File: src/rtl/alu_ctrl.sv
// Sequencing controller for the 8-bit combinational ALU: accepts one instruction
// at a time, drives registered ALU operands and writes the result back to a 4x8 register file.
module alu_ctrl #(
  parameter int CNT_W = 8
) (
  input  logic             clk,
  input  logic             rst,
  input  logic             in_valid,
  output logic             in_ready,
  input  logic             in_ld,
  input  logic [2:0]       in_op,
  input  logic [1:0]       in_rd,
  input  logic [1:0]       in_rs,
  input  logic [1:0]       in_rt,
  input  logic             in_cin,
  input  logic [7:0]       in_imm,
  output logic [2:0]       alu_S,
  output logic [7:0]       alu_X,
  output logic [7:0]       alu_Y,
  output logic             alu_cin,
  input  logic [7:0]       alu_ans,
  input  logic             alu_exceed,
  output logic             done,
  output logic             flag_z,
  output logic             flag_v,
  output logic             flag_vs,
  input  logic [1:0]       dbg_sel,
  output logic [7:0]       dbg_data,
  output logic [CNT_W-1:0] retired
);

  // state  | meaning
  // S_IDLE | ready for an instruction
  // S_EXEC | operands on the ALU, result written at the end edge
  // S_DONE | done pulse, retired count bumps at the end edge
  typedef enum logic [1:0] {
    S_IDLE = 2'd0,
    S_EXEC = 2'd1,
    S_DONE = 2'd2
  } state_t;

  state_t           r_state;
  state_t           w_state_nxt;
  logic [7:0]       r_regs [4];
  logic [1:0]       r_rd;
  logic [2:0]       r_alu_s;
  logic [7:0]       r_alu_x;
  logic [7:0]       r_alu_y;
  logic             r_alu_cin;
  logic             r_flag_z;
  logic             r_flag_v;
  logic             r_flag_vs;
  logic [CNT_W-1:0] r_retired;
  logic             w_accept;
  logic             w_done;

  assign in_ready = (r_state == S_IDLE);
  assign w_accept = in_valid & in_ready;

  always_ff @(posedge clk) begin
    if (rst) r_state <= S_IDLE;
    else     r_state <= w_state_nxt;
  end

  always_comb begin
    w_state_nxt = r_state;
    w_done      = 1'b0;
    unique case (r_state)
      S_IDLE: if (w_accept) w_state_nxt = in_ld ? S_DONE : S_EXEC;
      S_EXEC: w_state_nxt = S_DONE;
      S_DONE: begin
        w_done      = 1'b1;
        w_state_nxt = S_IDLE;
      end
      default: w_state_nxt = S_IDLE;
    endcase
  end

  // Reset wins over an in-flight instruction: its write and retire are dropped.
  always_ff @(posedge clk) begin
    if (rst) begin
      for (int i = 0; i < 4; i++) r_regs[i] <= '0;
      r_rd      <= '0;
      r_alu_s   <= '0;
      r_alu_x   <= '0;
      r_alu_y   <= '0;
      r_alu_cin <= 1'b0;
      r_flag_z  <= 1'b0;
      r_flag_v  <= 1'b0;
      r_flag_vs <= 1'b0;
      r_retired <= '0;
    end else begin
      if (w_accept) begin
        if (in_ld) begin
          r_regs[in_rd] <= in_imm;
          r_flag_z      <= (in_imm == 8'd0);
          r_flag_v      <= 1'b0;
        end else begin
          r_alu_s   <= in_op;
          r_alu_x   <= r_regs[in_rs];
          r_alu_y   <= r_regs[in_rt];
          r_alu_cin <= in_cin;
          r_rd      <= in_rd;
        end
      end
      if (r_state == S_EXEC) begin
        r_regs[r_rd] <= alu_ans;
        r_flag_z     <= (alu_ans == 8'd0);
        r_flag_v     <= alu_exceed;
        r_flag_vs    <= r_flag_vs | alu_exceed;
      end
      if (r_state == S_DONE) r_retired <= r_retired + 1'b1;
    end
  end

  assign alu_S    = r_alu_s;
  assign alu_X    = r_alu_x;
  assign alu_Y    = r_alu_y;
  assign alu_cin  = r_alu_cin;
  assign done     = w_done;
  assign flag_z   = r_flag_z;
  assign flag_v   = r_flag_v;
  assign flag_vs  = r_flag_vs;
  assign dbg_data = r_regs[dbg_sel];
  assign retired  = r_retired;

endmodule

File: config.mk
export PLATFORM = sky130hd
export DESIGN_NAME = alu_ctrl
export DESIGN_NICKNAME = d
export VERILOG_FILES = /design/src/rtl/alu_ctrl.sv
export SDC_FILE = /design/constraint.sdc
export NUM_CORES = 1
export LEC_CHECK = 0
export ABC_AREA = 1
export BUFFER_PORTS_ARGS = -buffer_cell sky130_fd_sc_hd__buf_4
export CORE_MARGIN = 2
export CORE_UTILIZATION = 50
export DETAILED_ROUTE_END_ITERATION = 10
export PLACE_DENSITY = 0.79
export SLEW_MARGIN = 10
export SYNTH_ARGS = -nofsm -noshare
export SYNTH_HDL_FRONTEND = slang
export SYNTH_SLANG_ARGS = --single-unit
File: constraint.sdc
create_clock -name clk -period 2.8 [get_ports clk]
set_clock_uncertainty 0.05 [all_clocks]
set_input_delay 0.28 -clock clk [delete_from_list [all_inputs] [get_ports clk]]
set_output_delay 0.28 -clock clk [all_outputs]
set_load 0.02 [all_outputs]
==> results of run 1 <==
per-layer routing:
layer,share of wire (%),track usage [%],routed length (um)
met4,1.4,10.5,108
met3,7.0,3.96,555
met1,44,30.2,3480
met5,0,0,0
met2,48,34.8,3820
state kept, by name, summed over array words and instances, names as in the netlist:
register,count
alu_cin,1
r_regs,32
flag_vs,1
r_rd,2
retired,8
flag_z,1
alu_Y,8
alu_S,3
alu_X,8
r_state,2
flag_v,1
final cells by class:
class	count	area, sq um
Inverter	69	259
Fill cell	600	2510
Tap cell	96	120
Clock inverter	5	35.0
Timing Repair Buffer	74	556
Multi-Input combinational cell	315	1490
Clock buffer	11	163
Sequential cell	67	1660
worst max path at each step:
stage               startpoint            to  cells after the start
CTS                 r_state[1]  r_regs[0][0]                      5
floorplan           r_state[1]  r_regs[3][0]                      7
detailed placement         rst  r_regs[3][2]                      7
global placement           rst  r_regs[3][1]                      7
global route        r_state[1]  r_regs[3][0]                      6
finish              r_state[1]  r_regs[0][2]                      5
through the flow:
stage	cell area, sq um	hold WS, ns	util [%]	worst slack [ns]
final	4290	0.146	63.1	0.849
after floorplan	3530	0.390	-	1.02
after detailed placement	4090	0.407	60.2	0.755
after global placement	4090	0.403	60.2	0.800
after CTS	4290	0.132	63.1	0.841
after global routing	4290	0.157	63.1	0.674
Yosys cell counts:
master and number:
clkbuf_1 12, nand2_4 4, buf_6 2, nand2_2 2, o211ai_1 16, a21oi_1 48, o21ai_2 6, nor3_1 3
dfxtp_1 35, nand3_2 1, nand2_1 76, nor2_4 3, ha_1 1, buf_4 2, nor2_2 2, inv_1 69
nand3b_1 1, and2_1 1, buf_2 6, o21ai_0 34, edfxtp_1 32, nor2_1 94, nand3_1 21, nand4_1 2
power groups by stage:
| stage | logic, mW | clock network, mW | registers [mW] |
|---|---|---|---|
| 3_3_place_gp | 0.368 | 0 | 1.14 |
| 4_1_cts | 0.378 | 0.782 | 1.12 |
| 6_report | 0.378 | 0.770 | 1.12 |
| 5_1_grt | 0.423 | 0.828 | 1.13 |
| 2_1_floorplan | 0.219 | 0 | 1.16 |
| 3_5_place_dp | 0.377 | 0 | 1.15 |
worst register-to-register path, stage by stage (launching register included):
cell and delay, ns:
dfxtp_1 0.37, nor2_4 0.17, nand3_2 0.27, o21ai_2 0.36, nand2_4 0.13, nand2_1 0.28
kinds of logic after synthesis:
kind of cell    Yosys count  synth area share (%)
compound gates          104                  16.5
flops                    67                  47.1
buf+inv                  91                  10.5
simple gates            210                  25.5
fa+ha+maj                 1                 0.355
==> metrics.log, run 1 <==
INFO  metric finalSetupViolCount = 0
INFO  metric critPathBufInv = 0
INFO  metric r2r_cells = 5
INFO  metric area.growth.synth_to_final = 21.6%
INFO  metric timing.critical_path.fanout_max = 12
INFO  metric routed_wl = 7970 um
INFO  metric final_common_cell = nor2_1
INFO  metric die_height = 88.0 um
INFO  metric starting_density = 51.9%
INFO  metric maximum_number_of_pins_on_one_net_before_global_route_repair = 37
INFO  metric worstPathCellList = nor2_4, nand3_2, o21ai_2, nand2_4, nand2_1
INFO  metric synthesis.nets = 507
INFO  metric cts_root_buffer = clkbuf_8
INFO  metric cpPeakStageDelay = between 0.3 and 0.4 ns
INFO  metric cts_hold_buffers = 0
INFO  metric clock.fmax = 0.513 GHz
INFO  metric synth_warnings = 0
INFO  metric htree_num_levels = 3
INFO  metric num_vias = 3219
INFO  metric post_cts.resized_instances = 0
INFO  metric grtUsageTotal = 22.3%
INFO  metric cts.clk_slew.worst_paths = 0.08 ns
INFO  metric antenna_violating_nets_post_route = 0
INFO  metric postCtsSetupRepairBufs = 0
INFO  metric tns = 0 ns
INFO  metric vias_per_cell = 5.05
INFO  metric outcome = complete, no violations
INFO  metric reg2reg_from = r_state[1]
INFO  metric totalPowerFinal = 2.27 mW
INFO  metric final_cell_mix = nor2_1, nand2_1, buf_4
INFO  metric crit_path_top_delay_cell = dfxtp_1
INFO  metric placement_rows = 30
INFO  metric drv.max_cap_violation_count = 0
INFO  metric unrepaired_setup_endpoints_after_global_routing = no
INFO  metric tritoncts = done
INFO  metric synth_cell_type_count = 24
INFO  metric worst-endpoint-required = between 2 and 3 ns
INFO  metric power.density_cell_area = between 500 and 600 nW/um^2
INFO  metric worst_r2r_endpoint = r_regs[0][2]
INFO  metric main_area_contributors_after_synthesis = edfxtp_1, dfxtp_1, nor2_1
INFO  metric detailed_routing_iteration_count_for_the_pre_antenna_repair_pass = 5
INFO  metric power.share.combinational = about 17%
INFO  metric final.period_utilization = between 60% and 70%
INFO  metric pin_count = 74
INFO  metric netlist.area_leader.share = 27.2%
INFO  metric netlist_instances = 473
INFO  metric finalNonFillerCells = about 640
INFO  metric synth_seq_area_share = between 40% and 50%
INFO  metric fin_crit = 1.95 ns
INFO  metric die_width = 88.0 um
INFO  metric power.ir.vdd_worst = ~0.00027 V
INFO  metric io_buffers = 73
INFO  metric clockBufferDepth = 2
INFO  metric grt_pass1_wl = 13300 um
INFO  metric leakagePower = 1.98 nW
INFO  metric dp.final_hpwl = between 6000 and 7000 um
INFO  metric drive_above_1_share = 20.0%
INFO  metric share_clk_of_total_power = 33.9%
INFO  metric worst_slew_pin_slew = roughly 0.79 ns
INFO  metric pwr-share-seq = 49.5%
INFO  metric crit_arrival = 1.91 ns
INFO  metric holdCritStartpoint = in_cin
INFO  metric swShare = between 20% and 30%
INFO  metric timing_hold_violations_final = 0
INFO  metric internal_power = 1.63 mW
INFO  metric grt-ovfl-total = 0
INFO  metric antenna-diode-count = 0
INFO  metric grt_pass1_vias = 2872
INFO  metric clkLatencyLatePin = 0.34 ns
INFO  metric synthesis.area = between 3000 and 4000 sq um
INFO  metric core_area = approximately 6800 sq um
INFO  metric worstHoldPathType = input port to flop
INFO  metric post_synth.cell_area_avg = 7.46 sq um
INFO  metric placed_cells = between 600 and 700
INFO  metric hold-path-endpoint = alu_cin
INFO  metric detail_route.drc_violations = 0
INFO  metric cts_num_sinks = 67
INFO  metric endpoint_kind = flop
INFO  metric cts_buffers = 9
INFO  metric setup.worst_path.start_class = flop
INFO  metric synth-seq-cells = 67
INFO  metric final_nets = 570
INFO  metric finalMaxSlewViolations = 0
INFO  metric power.switching = 0.642 mW
INFO  metric slew_headroom = a little under half
INFO  metric grt_antenna_before_repair = 0
INFO  metric die-area = 7740 sq um
INFO  metric wl_per_cell = 12.5 um
INFO  metric timing.critical_path.max_delay_family = simple AND/OR/NAND/NOR gates
INFO  metric drt_first_iter_violations = 230
INFO  metric global_placement_routability_congestion = 0.868
INFO  metric critPathKind = flop to flop
INFO  metric timing.reg2reg.setup_slack = ~0.85 ns
INFO  metric holdPathStages = 3
INFO  metric synth.largest_area_cell = edfxtp_1
No activity file was read; power rests on OpenSTA's default activity.
==> run 2: changes to the inputs <==
clock period = 1.8 ns   (was 2.8 ns; I/O delays follow)
==> metrics.log, run 2 (synthesis results as in run 1) <==
INFO  metric global_placement_routability_congestion = between 0.8 and 0.9
INFO  metric die-area = 7740 sq um
INFO  metric final_nets = 579
INFO  metric clock.fmax = 0.610 GHz
INFO  metric io_buffers = 73
INFO  metric drive_above_1_share = 21.1%
INFO  metric grt_pass1_vias = 2911
INFO  metric multi_input_gate_area = ~1500 sq um
INFO  metric finalNonFillerCells = 646
INFO  metric placement_rows = 30
INFO  metric placed_cells = between 600 and 700
INFO  metric final_cell_mix = nor2_1, buf_4, nand2_1
INFO  metric starting_density = around half
INFO  metric routed_wl = 7990 um
INFO  metric finalSetupViolCount = 0
INFO  metric die_width = between 80 and 90 um
INFO  metric setup.worst_path.start_class = flop
INFO  metric worstHoldPathType = input port to flop
INFO  metric worst_slew_pin_slew = 0.398 ns
INFO  metric finalMaxSlewViolations = 0
INFO  metric grtUsageTotal = 21.4%
INFO  metric maximum_number_of_pins_on_one_net_before_global_route_repair = 37
INFO  metric core_area = approximately 6800 sq um
INFO  metric drv.max_cap_violation_count = 0
INFO  metric totalPowerFinal = 3.54 mW
INFO  metric post-place-ws = 0.0353 ns
INFO  metric timing.critical_path.fanout_max = 10
INFO  metric wl_per_cell = 12.4 um
INFO  metric final_common_cell = nor2_1
INFO  metric critPathKind = flop to flop
INFO  metric pin_count = 74
INFO  metric die_height = 88.0 um
INFO  metric clockBufferDepth = 2
INFO  metric postCtsSetupRepairBufs = 0
INFO  metric num_vias = 3271
INFO  metric power.ir.vdd_worst = 0.000427 V
INFO  metric worst-endpoint-required = 1.78 ns
INFO  metric area.growth.synth_to_final = 23.5%
INFO  metric grt_pass1_wl = about 13000 um
INFO  metric antenna_violating_nets_post_route = 0
INFO  metric outcome = complete, no violations
INFO  metric htree_num_levels = 3
INFO  metric final.period_utilization = 91.0%
INFO  metric antenna-diode-count = 0
INFO  metric clkLatencyLatePin = between 0.3 and 0.4 ns
INFO  metric power.density_cell_area = about 810 nW/um^2
INFO  metric dp.final_hpwl = slightly above 6000 um
INFO  metric timing_hold_violations_final = 0
INFO  metric grt-ovfl-total = 0
INFO  metric seq_area = 1660 sq um
INFO  metric tns = 0 ns
INFO  metric largest_reg_flops = 32
INFO  metric fin_crit = 1.64 ns
INFO  metric detailed_routing_iteration_count_for_the_pre_antenna_repair_pass = 5
INFO  metric slew_headroom = between 70% and 80%
INFO  metric cts_buffers = 9
INFO  metric worst_slack = 0.162 ns
INFO  metric vias_per_cell = 5.06
INFO  metric cts_root_buffer = clkbuf_8
INFO  metric finalCoreUtilization = 64.1%
INFO  metric grt_antenna_before_repair = 0
INFO  metric endpoint_kind = flop
INFO  metric drt_first_iter_violations = ~160
INFO  metric cts_num_sinks = 67
INFO  metric crit_arrival = about 1.6 ns
INFO  metric filler_instances = 606
INFO  metric detail_route.drc_violations = 0
INFO  metric leakagePower = between 2 and 2.5 nW
INFO  metric cts.clk_slew.worst_paths = 0.07 ns
INFO  metric tritoncts = done
INFO  metric unrepaired_setup_endpoints_after_global_routing = no
INFO  metric largest_register = r_regs
run 2: changes by cell type in the layout (fill, tap and decap cells not counted), sizes merged:
cell	change
clkinvlp	-1
clkinv	-2
buf	+9
clkbuf	+2
bufinv	+1
run 2: final timing paths:
| path | from | end | slack (ns) | depth (start not counted) |
|---|---|---|---|---|
| max | r_state[1] | r_regs[0][2] | 0.16 | 7 |
| min | in_op[0] | alu_S[0] | 0.04 | 3 |
| max reg2reg | r_state[1] | r_regs[0][2] | 0.16 | 7 |
| min reg2reg | flag_z | flag_z | 0.43 | 2 |
run 2: final cells by class:
class                           count  share of cell area (%)
Clock buffer                       13                    3.19
Clock inverter                      3                   0.919
Inverter                           69                    5.94
Multi-Input combinational cell    315                    34.5
Sequential cell                    67                    38.1
Tap cell                           96                    2.76
Timing Repair Buffer               83                    14.6
run 2: repair_timing:
item / CTS / global route
resized for setup: 0 / 3
hold buffers: 0 / 0
setup endpoints to repair: 0 / 24
run 2: layer usage:
metal	GRT usage (%)	vias up	routed length [um]
li1	-	1662	-
met1	28.2	1475	3540
met2	34.7	121	3760
met3	4.81	13	553
met4	7.69	0	136
met5	0	-	0
run 2: metrics by stage:
| step | hold WS [ns] | area [sq um] |
|---|---|---|
| 6_report | 0.0409 | 4360 |
| 5_1_grt | 0.0647 | 4360 |
| 4_1_cts | 0.0349 | 4350 |
| 3_5_place_dp | 0.389 | 4170 |
| 3_3_place_gp | 0.385 | 4170 |
| 2_1_floorplan | 0.290 | 3530 |
run 2: report_power, final:
group          total (mW)  internal (mW)  switching [mW]
clock                1.18          0.638           0.545
sequential           1.75           1.69          0.0571
combinational       0.612          0.245           0.368
run 2: worst max-delay path, cell delays in order (launching register included):
cell	delay, ns
dfxtp_1	0.36
inv_1	0.10
nand2_2	0.08
nor2_4	0.25
nand2_4	0.08
o21ai_2	0.14
nand2_4	0.08
nand2_2	0.19
